File: src/rtl/ma_stage.sv
// Memory-access stage: issues load/store on a req/ack port and registers the write-back result set.
// Latency 1 cycle for ALU ops, >=2 cycles for memory ops; in_ready is low while an access is outstanding.
module ma_stage #(
    parameter int DATA_W = 32,
    parameter int ADDR_W = 32
) (
    input  logic              clk,
    input  logic              rst_n,
    input  logic              in_valid,
    output logic              in_ready,
    input  logic              flush,
    input  logic [DATA_W-1:0] in_pc,
    input  logic [DATA_W-1:0] in_aluResult,
    input  logic [DATA_W-1:0] in_op2,
    input  logic [4:0]        in_rd,
    input  logic              in_isLd,
    input  logic              in_isSt,
    input  logic              in_isCall,
    input  logic              in_isWb,
    output logic              mem_req,
    output logic              mem_we,
    output logic [ADDR_W-1:0] mem_addr,
    output logic [DATA_W-1:0] mem_wdata,
    input  logic [DATA_W-1:0] mem_rdata,
    input  logic              mem_ack,
    output logic              out_valid,
    output logic [DATA_W-1:0] out_pc,
    output logic [DATA_W-1:0] out_aluResult,
    output logic [DATA_W-1:0] out_ldResult,
    output logic [4:0]        out_rd,
    output logic              out_isLd,
    output logic              out_isCall,
    output logic              out_isWb
);

    typedef enum logic {IDLE, ACCESS} state_t;

    state_t            state_q, state_d;
    logic [DATA_W-1:0] lat_pc_q, lat_pc_d;
    logic [DATA_W-1:0] lat_alu_q, lat_alu_d;
    logic [4:0]        lat_rd_q, lat_rd_d;
    logic              lat_isLd_q, lat_isLd_d;
    logic              lat_isCall_q, lat_isCall_d;
    logic              lat_isWb_q, lat_isWb_d;
    logic              mem_req_q, mem_req_d;
    logic              mem_we_q, mem_we_d;
    logic [ADDR_W-1:0] mem_addr_q, mem_addr_d;
    logic [DATA_W-1:0] mem_wdata_q, mem_wdata_d;
    logic              out_valid_q, out_valid_d;
    logic [DATA_W-1:0] out_pc_q, out_pc_d;
    logic [DATA_W-1:0] out_alu_q, out_alu_d;
    logic [DATA_W-1:0] out_ld_q, out_ld_d;
    logic [4:0]        out_rd_q, out_rd_d;
    logic              out_isLd_q, out_isLd_d;
    logic              out_isCall_q, out_isCall_d;
    logic              out_isWb_q, out_isWb_d;
    logic              accept;

    assign in_ready = (state_q == IDLE);
    assign accept   = in_valid & in_ready & ~flush;

    always_comb begin
        state_d      = state_q;
        lat_pc_d     = lat_pc_q;
        lat_alu_d    = lat_alu_q;
        lat_rd_d     = lat_rd_q;
        lat_isLd_d   = lat_isLd_q;
        lat_isCall_d = lat_isCall_q;
        lat_isWb_d   = lat_isWb_q;
        mem_req_d    = mem_req_q;
        mem_we_d     = mem_we_q;
        mem_addr_d   = mem_addr_q;
        mem_wdata_d  = mem_wdata_q;
        out_valid_d  = 1'b0;
        out_pc_d     = out_pc_q;
        out_alu_d    = out_alu_q;
        out_ld_d     = out_ld_q;
        out_rd_d     = out_rd_q;
        out_isLd_d   = out_isLd_q;
        out_isCall_d = out_isCall_q;
        out_isWb_d   = out_isWb_q;
        case (state_q)
            IDLE: begin
                if (accept) begin
                    if (in_isLd | in_isSt) begin
                        lat_pc_d     = in_pc;
                        lat_alu_d    = in_aluResult;
                        lat_rd_d     = in_rd;
                        lat_isLd_d   = in_isLd;
                        lat_isCall_d = in_isCall;
                        lat_isWb_d   = in_isWb;
                        mem_req_d    = 1'b1;
                        // Load wins when both load and store are flagged.
                        mem_we_d     = in_isSt & ~in_isLd;
                        mem_addr_d   = in_aluResult[ADDR_W-1:0];
                        mem_wdata_d  = in_op2;
                        state_d      = ACCESS;
                    end else begin
                        out_valid_d  = 1'b1;
                        out_pc_d     = in_pc;
                        out_alu_d    = in_aluResult;
                        out_ld_d     = '0;
                        out_rd_d     = in_rd;
                        out_isLd_d   = 1'b0;
                        out_isCall_d = in_isCall;
                        out_isWb_d   = in_isWb;
                    end
                end
            end
            ACCESS: begin
                if (mem_ack) begin
                    mem_req_d    = 1'b0;
                    mem_we_d     = 1'b0;
                    out_valid_d  = 1'b1;
                    out_pc_d     = lat_pc_q;
                    out_alu_d    = lat_alu_q;
                    out_ld_d     = lat_isLd_q ? mem_rdata : '0;
                    out_rd_d     = lat_rd_q;
                    out_isLd_d   = lat_isLd_q;
                    out_isCall_d = lat_isCall_q;
                    out_isWb_d   = lat_isWb_q;
                    state_d      = IDLE;
                end
            end
            default: state_d = IDLE;
        endcase
    end

    always_ff @(posedge clk or negedge rst_n) begin
        if (!rst_n) begin
            state_q      <= IDLE;
            lat_pc_q     <= '0;
            lat_alu_q    <= '0;
            lat_rd_q     <= '0;
            lat_isLd_q   <= 1'b0;
            lat_isCall_q <= 1'b0;
            lat_isWb_q   <= 1'b0;
            mem_req_q    <= 1'b0;
            mem_we_q     <= 1'b0;
            mem_addr_q   <= '0;
            mem_wdata_q  <= '0;
            out_valid_q  <= 1'b0;
            out_pc_q     <= '0;
            out_alu_q    <= '0;
            out_ld_q     <= '0;
            out_rd_q     <= '0;
            out_isLd_q   <= 1'b0;
            out_isCall_q <= 1'b0;
            out_isWb_q   <= 1'b0;
        end else begin
            state_q      <= state_d;
            lat_pc_q     <= lat_pc_d;
            lat_alu_q    <= lat_alu_d;
            lat_rd_q     <= lat_rd_d;
            lat_isLd_q   <= lat_isLd_d;
            lat_isCall_q <= lat_isCall_d;
            lat_isWb_q   <= lat_isWb_d;
            mem_req_q    <= mem_req_d;
            mem_we_q     <= mem_we_d;
            mem_addr_q   <= mem_addr_d;
            mem_wdata_q  <= mem_wdata_d;
            out_valid_q  <= out_valid_d;
            out_pc_q     <= out_pc_d;
            out_alu_q    <= out_alu_d;
            out_ld_q     <= out_ld_d;
            out_rd_q     <= out_rd_d;
            out_isLd_q   <= out_isLd_d;
            out_isCall_q <= out_isCall_d;
            out_isWb_q   <= out_isWb_d;
        end
    end

    assign mem_req       = mem_req_q;
    assign mem_we        = mem_we_q;
    assign mem_addr      = mem_addr_q;
    assign mem_wdata     = mem_wdata_q;
    assign out_valid     = out_valid_q;
    assign out_pc        = out_pc_q;
    assign out_aluResult = out_alu_q;
    assign out_ldResult  = out_ld_q;
    assign out_rd        = out_rd_q;
    assign out_isLd      = out_isLd_q;
    assign out_isCall    = out_isCall_q;
    // Write-back must never see a register write outside a valid cycle.
    assign out_isWb      = out_isWb_q & out_valid_q;

endmodule

File: config.mk
export PLATFORM = sky130hd
export DESIGN_NAME = ma_stage
export DESIGN_NICKNAME = d
export VERILOG_FILES = /design/src/rtl/ma_stage.sv
export SDC_FILE = /design/constraint.sdc
export NUM_CORES = 1
export LEC_CHECK = 0
export CORE_MARGIN = 10
export CORE_UTILIZATION = 40
export DETAILED_ROUTE_END_ITERATION = 7
export PLACE_DENSITY = 0.74
export SLEW_MARGIN = 20
export SYNTH_ARGS = -nofsm -noshare
export SYNTH_HDL_FRONTEND = slang
export SYNTH_SLANG_ARGS = --single-unit
File: constraint.sdc
create_clock -name clk -period 1.79 [get_ports clk]
set_clock_uncertainty 0.2 [all_clocks]
set_input_delay 0.4475 -clock clk [delete_from_list [all_inputs] [get_ports clk]]
set_output_delay 0.4475 -clock clk [all_outputs]
set_load 0.005 [all_outputs]
# After elaboration in Yosys (flattened, before gate mapping)
# Index checks and enable logic that the tools add are counted.
# totals
register_bits,212
latchBits,0
ramBits,0
mem_bits_ro,0
in_bits,142
out_inout_bits,172
word_cells,77
n_memories,0
# classes
n_addsub,0
multipliers,0
div_mod_pow,0
order_cmp,0
eq_ne,4
shifts,0
mux,44
bitwise_logic,8
n_reduce_logical,3
# ops
cell,count
2-to-1 mux 32 bit,10
case mux 32 bit (2 select lines),3
2-to-1 mux 1 bit,20
2-to-1 mux 5 bit,3
case mux 1 bit (2 select lines),7
case mux 5 bit (2 select lines),1
AND reduction 3 bit,3
bitwise AND 1 bit,4
inequality test 2 x 1 -> 1 bit (second input constant),2
inequality test 2 bit (second input constant),2
NOT 1 bit,3
OR 1 bit,1

# Logic depth before layout (Yosys ltp)
# Gate-level depths: netlist of the first run.
# depth
word_depth,5
mapped_depth,6
mapped_depth_nobuf,4

# Worst setup path before layout of the first run
# Ideal clock, no wire load.
# synth_timing
kind,input to register
start,input in_isSt
end,"register mem_addr_q[10], in the netlist mem_addr[10]"
setup_time_ns,0.127
arrival_time_ns,1.447
required_ns,1.463
path_slack_ns,0.016
path_stages,5
n_path_buf,2
cell_sequence,or2_2 nand2_2 buf_6 buf_6 mux2_1
# synth_via
elab_chain_cells,2
# synth_rtl
item,line_no,source
start: declaration,17,"input logic in_isSt,"
OR 1 bit,85,if (in_isLd | in_isSt) begin
AND reduction 3 bit (no source line),n/a,
end signal: assignment,160,mem_addr_q <= mem_addr_d;
end: declaration,47,"logic [ADDR_W-1:0] mem_addr_q, mem_addr_d;"
# Every way passes these cells.
# A chain may end at the register's enable or synchronous reset.

# Worst setup path after layout of the first run
# layout_timing
start,register state_q
end,output in_ready
# layout_via
elab_chain_cells,1
# layout_rtl
item,line_no,source
start: declaration,38,"state_t state_q, state_d;"
start signal: assignment,151,state_q <= state_d;
NOT 1 bit (no source line),n/a,
end: declaration,10,"output logic in_ready,"
# Every way passes these cells.

==> results of run 1 <==
[critical path: cells and delay by family (launching register included)]
kind / cells / cell delay, ns
DFF: 1 / 0.40
buffers and inverters: 3 / 0.28
[where the power goes]
part	leakage (nW)	switching, mW	internal [mW]
registers	2.52	0.690	6.03
clock network	0.407	1.92	3.12
logic	2.97	1.59	2.95
[final timing paths]
kind                                     startpoint                           end  slack, ns  cells after the start
worst max-delay path              state_q$_DFF_PN0_                      in_ready      -0.04                      3
worst min-delay path                          rst_n        out_pc[11]$_DFFE_PN0P_       0.22                      2
worst max register to register    state_q$_DFF_PN0_  out_aluResult[8]$_DFFE_PN0P_      -0.04                      6
worst min register to register  mem_req$_DFFE_PN0P_           mem_req$_DFFE_PN0P_       0.28                      2
max in group asynchronous                     rst_n         out_pc[0]$_DFFE_PN0P_       0.61                      3
min in group clk                mem_req$_DFFE_PN0P_           mem_req$_DFFE_PN0P_       0.28                      2
[synth_stat cells]
| cell type | instances | area share, % |
|---|---|---|
| buf_6 | 4 | 0.54 |
| or3b_2 | 1 | 0.11 |
| nand2_2 | 1 | 0.075 |
| nand2_1 | 4 | 0.18 |
| nor3b_4 | 1 | 0.23 |
| dfrtp_1 | 212 | 64 |
| o211ai_1 | 1 | 0.090 |
| a21oi_4 | 1 | 0.20 |
| inv_2 | 1 | 0.045 |
| and2_1 | 2 | 0.15 |
| nand2b_1 | 71 | 5.3 |
| mux2_2 | 77 | 10 |
| mux2_1 | 27 | 3.7 |
| o21ai_0 | 2 | 0.12 |
| nor2_1 | 1 | 0.045 |
| a22o_1 | 32 | 3.4 |
| a21o_1 | 1 | 0.090 |
| buf_2 | 15 | 0.90 |
| or2_2 | 1 | 0.075 |
| and3_1 | 1 | 0.075 |
| clkbuf_1 | 21 | 0.95 |
| o221a_2 | 71 | 9.6 |
| inv_1 | 1 | 0.045 |
[through the flow]
stage,hold slack (ns),worst slack [ns],util (%),instances,setup TNS [ns]
floorplan,-0.0481,0.0158,-,549,0
global placement,0.199,-0.513,59.3,1126,-101.22
detailed placement,0.197,-0.548,59.3,1126,-103.86
CTS,0.228,-0.0851,65.2,1215,-0.347
global route,0.249,-0.0791,64.8,1234,-8.19
finish,0.222,-0.0426,64.8,1235,-2.72
[flip-flops by register name, summed over array words and instances (netlist names)]
signal,flops
out_valid,1
out_ldResult,32
state_q,1
mem_wdata,32
out_isWb_q,1
lat_isWb_q,1
lat_pc_q,32
out_isLd,1
mem_req,1
mem_we,1
mem_addr,32
out_pc,32
out_isCall,1
lat_rd_q,5
out_rd,5
out_aluResult,32
lat_isLd_q,1
lat_isCall_q,1
[metal layers]
layer  GRT usage (%)  share of wire (%)  vias to the layer above
met5               0                  0                        -
met4            4.51                2.2                        0
met3            6.58                9.3                       42
met2            30.4                 49                      250
met1            22.1                 40                     3172
li1                -                  -                     2845
[layout make-up]
class                           instances  area, um2  area share, %
Sequential cell                       212       5310           40.2
Timing Repair Buffer                  409       3750           28.4
Multi-Input combinational cell        296       2960           22.5
Clock buffer                           34        689           5.23
Tap cell                              270        338           2.56
Clock inverter                         10        129          0.977
Inverter                                2       10.0         0.0759
Antenna cell                            2       5.00         0.0379
[repair_timing]
action / 4_1_cts / 5_1_grt
gates cloned: 1 / 6
hold endpoints to repair: 159 / 0
hold buffers: 1 / 0
pin swaps: 2 / 1
setup endpoints to repair: 186 / 276
gates resized for setup: 393 / 111
setup buffers: 43 / 12
[cells by family after synthesis]
family | after synthesis | synth area share [%]
multiplexers | 104 | 14.1
AO/OA/AOI/OAI | 108 | 13.5
flip-flops | 212 | 63.7
buffers and inverters | 42 | 2.48
AND/OR/NAND/NOR | 83 | 6.27
==> metrics.md, run 1 <==
| Metric | Value |
|---|---|
| Status | complete, but fails checks |
| Violated checks | negative setup slack |
| Crit path DAT | between 1 and 1.5 ns |
| CTS tree | built |
| Placed cell area | between 10,000 and 15,000 um2 |
| Post-DP HPWL | 17,800 um |
| Core area | ~20,000 um2 |
| Clock transition at the registers of the reported paths | 0.06 ns |
| # setup viols final | 158 |
| Layout cells sized above 1 | a little over two fifths |
| Nets@finish | approximately 1,100 |
| Synthesized cell area | between 8000 and 9000 um2 |
| VDD IR max | 732 uV |
| Critical Path End Type | primary output |
| Initial Utilization | around two fifths |
| Synth warn | 0 |
| Tmin final | approximately 1.8 ns |
| Worst setup margin | -0.0426 ns |
| Fill cells | about 1,500 |
| Net Count, Synth | between 600 and 700 |
| Port buffer count | roughly 310 |
| Critical Path Max Stage Delay | about 0.4 ns |
| Clk_lat worst skew | 0.50 ns |
| Most frequent cells in the layout | dfrtp_1 (212), clkdlybuf4s50_1 (140), mux2_2 (77), clkbuf_2 (75), clkdlybuf4s15_1 (73) |
| Sequential element share of the synthesized area | ~64% |
| Drt first-iter violations | roughly 340 |
| Worst-margin pin slew | ~0.41 ns |
| Final period utilization | 102% |
| GRT Overall Usage | between 10% and 20% |
| Via/cell ratio | ~5.1 |
| Power Total | 16.3 mW |
| Worst Hold Class | input pin to async pin |
| Max Slew Vio Count | 0 |
| H-tree depth | 1 |
| Max Cap Viol | 0 |
| Rows | 52 |
| Post-synth cell types | 23 |
| Final Wtd Congestion | 0.760 |
| DRT antenna net count | 0 |
| PD cells | approximately 1200 nW/um2 |
| CP max FO | 5 |
| Number of synthesized register bits | about 210 |
| P&R area growth vs syn | 58.4% |
| Die Y | approximately 160 um |
| Via Count | around 6,300 |
| Lkg Pwr | 5.90 nW |
| Vias in the first global route | 6,713 |
| RSZ-0062 raised after global routing | true |
| Relative slew slack | between 70 and 80% |
| Largest net degree at the start of global routing | 36 |
| Mean post-synth cell area | 15.2 um2 |
| Routed wire length per instance | approximately 22 um |
| Root Buffer | clkbuf_16 |
| Crit start category | flop |
| Commonest non-fill, non-tap cell in the layout | dfrtp_1 |
| Fmax | 546 MHz |
| Total gr overflow | 0 |
| WS Path Type | flop to primary output |
| Crit-path cells | buf_6 -> inv_2 -> buf_2 |
| Die area | between 20,000 and 30,000 um2 |
| Initial antenna violation count | 1 |
| Die X | approximately 160 um |
| Final WL | around 27,000 um |
| Syn Inst Count | between 500 and 600 |
| Slowest-stage cell, CP | dfrtp_1 |
| DRC viols | 0 |
| Design Area, Final | roughly 13,000 um2 |
| Final hold violations | 0 |
| Critical Path RT | 1.14 ns |
| Drt pass-1 iters | 4 |
| First-pass GRT wire length | 39,300 um |
| IO Pins | about 310 |
| CTS sink count | 212 |
| Clock buffer depth | 3 |
| Cts bufs inserted | 24 |
Power figures use the tool's default switching activity.
==> inputs of run 2 (changes only) <==
==> constraint.sdc (replaced) <==
create_clock -name clk -period 1.79 [get_ports clk]
set_clock_uncertainty 0.2 [all_clocks]
set_input_delay 0.4475 -clock clk [delete_from_list [all_inputs] [get_ports clk]]
set_output_delay 0.4475 -clock clk [all_outputs]
set_load 0.1 [all_outputs]
==> run 2 against run 1 <==
Net effect: the run still ends with negative setup slack left; combinational power grew to 3.3 times the previous value; sequential share of layout area shrank 5.5 points; critical path type is now flop to flop; register-to-register slack lost 0.09 ns; die area is the same; critical path depth grew 3; utilization grew 10 points.
==> metrics.md, run 2 (same netlist as run 1, synthesis figures left out) <==
| Metric | Value |
|---|---|
| Root Buffer | clkbuf_16 |
| Via/cell ratio | between 5 and 6 |
| Tmin final | a little under 2 ns |
| Worst-margin pin slew | roughly 0.34 ns |
| Internal | 14.7 mW |
| Largest net degree at the start of global routing | 56 |
| Vias in the first global route | 6,986 |
| Status | complete, but fails checks |
| Antenna fix cells | 0 |
| Clk_lat worst skew | around 0.52 ns |
| Final WL | 29,700 um |
| Worst Hold Class | input pin to async pin |
| IO Pins | 314 |
| Total gr overflow | 0 |
| Clock transition at the registers of the reported paths | ~0.06 ns |
| Via Count | ~6,300 |
| Routed wire length per instance | approximately 25 um |
| Die X | roughly 160 um |
| Worst setup margin | -0.133 ns |
| P&R area growth vs syn | 83.7% |
| Sw frac | a little under half |
| Final Wtd Congestion | around 0.75 |
| Reg-to-reg slack, setup | -0.13 ns |
| Initial Utilization | about two fifths |
| Max Slew Vio Count | 0 |
| # setup viols final | ~210 |
| Critical Path RT | about 2.0 ns |
| Nets@finish | roughly 1,100 |
| Layout Cells excl Fill | roughly 1,200 |
| Violated checks | negative setup slack |
| WS Path Type | flop to flop |
| Clock buffer depth | 3 |
| Final hold violations | 0 |
| Die area | about 27,000 um2 |
| Crit path from | state_q$_DFF_PN0_ |
| CTS tree | built |
| Reg2Reg Depth | 6 |
| First-pass GRT wire length | around 43,000 um |
| Critical Path End Type | flop |
| DRC viols | 0 |
| VDD IR max | 1250 uV |
| Switching pwr | between 10 and 15 mW |
| Fill cells | ~1,200 |
| H-tree depth | 1 |
| Cts bufs inserted | 24 |
| Port buffer count | 313 |
| Commonest non-fill, non-tap cell in the layout | dfrtp_1 |
| RSZ-0062 raised after global routing | true |
| Core area | between 20,000 and 25,000 um2 |
| CTS sink count | roughly 210 |
| Lkg Pwr | 6.68 nW |
| Fmax | 520 MHz |
| Combinational share of power | a little over half |
| Initial antenna violation count | 0 |
| Die Y | 164 um |
| Reg power frac | 27.0% |
| Most frequent cells in the layout | dfrtp_1 (211), buf_12 (185), clkdlybuf4s50_1 (140), mux2_2 (77) |
| Max Cap Viol | 0 |
| Drt pass-1 iters | 6 |
| Final period utilization | 107% |
| Rows | 52 |
| CP max FO | 10 |
| Power share of the clock group | 18.4% |
| DRT antenna net count | 0 |
| Drt first-iter violations | 252 |
| Post-DP HPWL | between 15,000 and 20,000 um |
| GRT Overall Usage | between 20% and 30% |
| R2r startpoint | state_q$_DFF_PN0_ |
| Core Util, Final | about three quarters |
| Crit start category | flop |
| Placed cells | around 1,100 |
| Reg2reg end | mem_addr[2]$_DFFE_PN0P_ |
| Crit path DAT | about 2.1 ns |
| Layout cells sized above 1 | about half |
| PD cells | approximately 1800 nW/um2 |
| Relative slew slack | around 77% |
==> run 2: what timing repair did <==
action,CTS,global route
hold buffers,1,0
pin swaps,5,12
setup buffers,18,3
gates resized for setup,25,30
gates cloned,7,11
hold endpoints to repair,212,0
endpoints found under the setup margin,59,272
==> run 2: critical path, stage by stage (launching register included) <==
cell	delay (ns)
dfrtp_1	0.40
buf_6	0.13
nor3b_4	0.20
buf_6	0.16
nand2_8	0.15
clkbuf_16	0.23
mux2_1	0.32
==> run 2: stage by stage <==
stage	setup WS, ns	total power, mW	hold WS [ns]	area (um2)	setup TNS, ns
floorplan	0.0148	15.6	-0.0481	8330	0
global placement	-0.509	21.6	0.148	13700	-95.74
detailed placement	-0.527	21.8	0.145	13700	-96.81
CTS	-0.122	27.0	0.169	14900	-4.94
global route	-0.223	27.9	0.193	15300	-36.70
finish	-0.133	27.1	0.181	15300	-15.98
==> run 2: layer usage <==
metal  up-vias  global-route usage, %  part of all wire (%)
met2       278                   34.3                    50
met4         0                   5.08                   2.3
met1      3248                   22.9                    37
met3        47                   8.69                    11
li1       2766                      -                     -
met5         -                      0                     0
==> run 2: worst max-delay path by stage <==
stage	end	slack [ns]	cells after the start
after global routing	mem_addr[2]$_DFFE_PN0P_	-0.22	6
final	mem_addr[2]$_DFFE_PN0P_	-0.13	6
after global placement	mem_wdata[17]$_DFFE_PN0P_	-0.51	5
after floorplan	mem_addr[10]$_DFFE_PN0P_	0.01	5
after CTS	in_ready	-0.12	3
after detailed placement	mem_wdata[19]$_DFFE_PN0P_	-0.53	5
==> run 2: cell type report <==
cell class                      count  area (um2)  share of cell area, %
Inverter                            2        15.0                 0.0982
Clock buffer                       34         709                   4.64
Multi-Input combinational cell    295        2930                   19.2
Sequential cell                   212        5310                   34.7
Clock inverter                      8        90.1                  0.589
Tap cell                          270         338                   2.21
Timing Repair Buffer              378        5910                   38.6
==> run 2: power groups by stage <==
stage                     clock network, mW  registers, mW  logic (mW)
after floorplan                           0           14.1        1.53
after global placement                    0           7.31        14.3
after detailed placement                  0           7.36        14.4
after CTS                              5.09           7.31        14.7
after global routing                   5.32           7.47        15.1
final                                  5.00           7.34        14.8
==> inputs of run 3 (changes only) <==
TNS_END_PERCENT = 1   (was unset)
==> run 3 against run 2 <==
Net effect: the flow still finishes with violations (negative setup slack); setup slack improved by 0.0056 ns; utilization fell by 3.4 points; clock-buffer cell count did not move; clock power fell by 1%; critical path depth fell by 3; power fell by 1.8%; sequential power barely moved; global-route usage fell by 1.0 points; die area did not move; flip-flop and latch count did not move; register-to-register slack improved by 0.03 ns; hold slack improved by 0.0052 ns; critical endpoint is now in_ready; highest routed layer unchanged.
==> metrics.md, run 3 (same netlist as run 1, synthesis figures left out) <==
| Metric | Value |
|---|---|
| Status | complete, but fails checks |
| Violated checks | negative setup slack |
| Fmax | between 500 and 600 MHz |
| Core area | slightly above 20,000 um2 |
| Layout Cells excl Fill | ~1,200 |
| Root Buffer | clkbuf_16 |
| VDD IR max | approximately 1300 uV |
| Routed wire length per instance | between 20 and 25 um |
| Design Area, Final | between 10,000 and 15,000 um2 |
| Most frequent cells in the layout | dfrtp_1 (211), buf_12 (186), clkdlybuf4s50_1 (140), mux2_2 (76), nand2b_1 (71) |
| CTS tree | built |
| Relative slew slack | 72.2% |
| CP max FO | 2 |
| Rows | 52 |
| Clk_lat worst skew | between 0.5 and 0.6 ns |
| Commonest non-fill, non-tap cell in the layout | dfrtp_1 |
| Crit path DAT | between 1 and 1.5 ns |
| Die X | 164 um |
| Antenna fix cells | 0 |
| Crit start category | flop |
| Fill cells | 1,286 |
| Nets@finish | between 1,000 and 1,500 |
| Post-DP HPWL | ~19,000 um |
| Post-route setup TNS | -6.68 ns |
| Final period utilization | 107% |
| Reg power frac | about 28% |
| Max Slew Vio Count | 0 |
| Placed cells | roughly 1,100 |
| WS Path Type | flop to primary output |
| Initial Utilization | just over 40% |
| Final hold violations | 0 |
| Placement Setup Slack | -0.527 ns |
| First-pass GRT wire length | 40,900 um |
| Drt pass-1 iters | 6 |
| Die Y | ~160 um |
| Clock transition at the registers of the reported paths | 0.06 ns |
| IO Pins | about 310 |
| Switching pwr | 12.2 mW |
| GRT Overall Usage | 19.1% |
| Via Count | around 6,000 |
| PD cells | ~1800 nW/um2 |
| Critical Path RT | between 1 and 1.5 ns |
| Port buffer count | ~310 |
| Final WL | 26,300 um |
| Reg-to-reg slack, setup | -0.10 ns |
| Via/cell ratio | between 5 and 6 |
| Internal | 14.4 mW |
| CTS sink count | about 210 |
| Worst setup margin | -0.127 ns |
| Power share of the clock group | about a fifth |
| Combinational share of power | around 54% |
| Worst-margin pin slew | approximately 0.41 ns |
| RSZ-0062 raised after global routing | true |
| Tmin final | roughly 1.9 ns |
| DRT antenna net count | 0 |
| Final Wtd Congestion | around 0.75 |
| Die area | about 27,000 um2 |
| H-tree depth | 1 |
| # setup viols final | about 160 |
| P&R area growth vs syn | 75.4% |
| Largest net degree at the start of global routing | between 50 and 60 |
| Worst Hold Class | input pin to async pin |
| Critical Path End Type | primary output |
| Placed cell area | about 14,000 um2 |
| Sw frac | 45.8% |
| Vias in the first global route | approximately 6,800 |
| DRC viols | 0 |
| Initial antenna violation count | 0 |
| Drt first-iter violations | between 200 and 300 |
| Power Total | 26.6 mW |
| Layout cells sized above 1 | between 40% and 50% |
| Lkg Pwr | 6.24 nW |
| Total gr overflow | 0 |
| Cts bufs inserted | 24 |
| Max Cap Viol | 0 |
| Clock buffer depth | 3 |
-- run 3: layout make-up --
type / count / area, um2 / area share (%)
clock buffer: 34 / 709 / 4.86
multi-input combinational: 295 / 2880 / 19.7
inverter: 2 / 10.0 / 0.0686
tap: 270 / 338 / 2.31
sequential: 212 / 5310 / 36.3
clock inverter: 8 / 90.1 / 0.617
timing repair buffer: 342 / 5270 / 36.1
-- run 3: worst paths after layout --
check                                             to               startpoint  cells past startpoint
max                                         in_ready        state_q$_DFF_PN0_                      3
min                          mem_addr[7]$_DFFE_PN0P_                    rst_n                      2
max reg2reg                    out_pc[7]$_DFFE_PN0P_        state_q$_DFF_PN0_                      5
min reg2reg                  lat_pc_q[1]$_DFFE_PN0P_  lat_pc_q[1]$_DFFE_PN0P_                      1
max in group asynchronous  mem_wdata[13]$_DFFE_PN0P_                    rst_n                      3
min in group clk             lat_pc_q[1]$_DFFE_PN0P_  lat_pc_q[1]$_DFFE_PN0P_                      1
-- run 3: stage by stage --
stage               hold slack (ns)  utilization, %
finish                        0.186            71.7
global route                  0.195            71.7
global placement              0.148            67.3
CTS                           0.169            71.4
floorplan                   -0.0481               -
detailed placement            0.145            67.3
-- run 3: repair_timing --
action / 4_1_cts / 5_1_grt
pin swaps: 1 / 1
endpoints found under the setup margin: 59 / 272
gates resized for setup: 5 / 10
endpoints found under the hold margin: 212 / 0
hold buffers: 1 / 0
buffers inserted: 3 / 0
-- run 3: worst max-delay path, cell delays in order, from the launching register on --
cell and delay [ns]:
dfrtp_1 0.40, buf_6 0.13, inv_4 0.06, buf_12 0.16
-- run 3: per-layer routing --
| layer | up-vias | track usage (%) | wire length, um |
|---|---|---|---|
| met5 | - | 0 | 0 |
| met4 | 0 | 4.39 | 482 |
| li1 | 2693 | - | - |
| met1 | 3081 | 21.8 | 9930 |
| met3 | 31 | 9.11 | 3040 |
| met2 | 225 | 31.9 | 12900 |
-- run 3: power by group through the flow --
stage          clock network [mW]  logic, mW  registers (mW)
2_1_floorplan                   0       1.53            14.1
3_3_place_gp                    0       14.3            7.31
3_5_place_dp                    0       14.4            7.36
4_1_cts                      5.09       14.4            7.32
5_1_grt                      5.32       14.7            7.46
6_report                     4.95       14.4            7.32
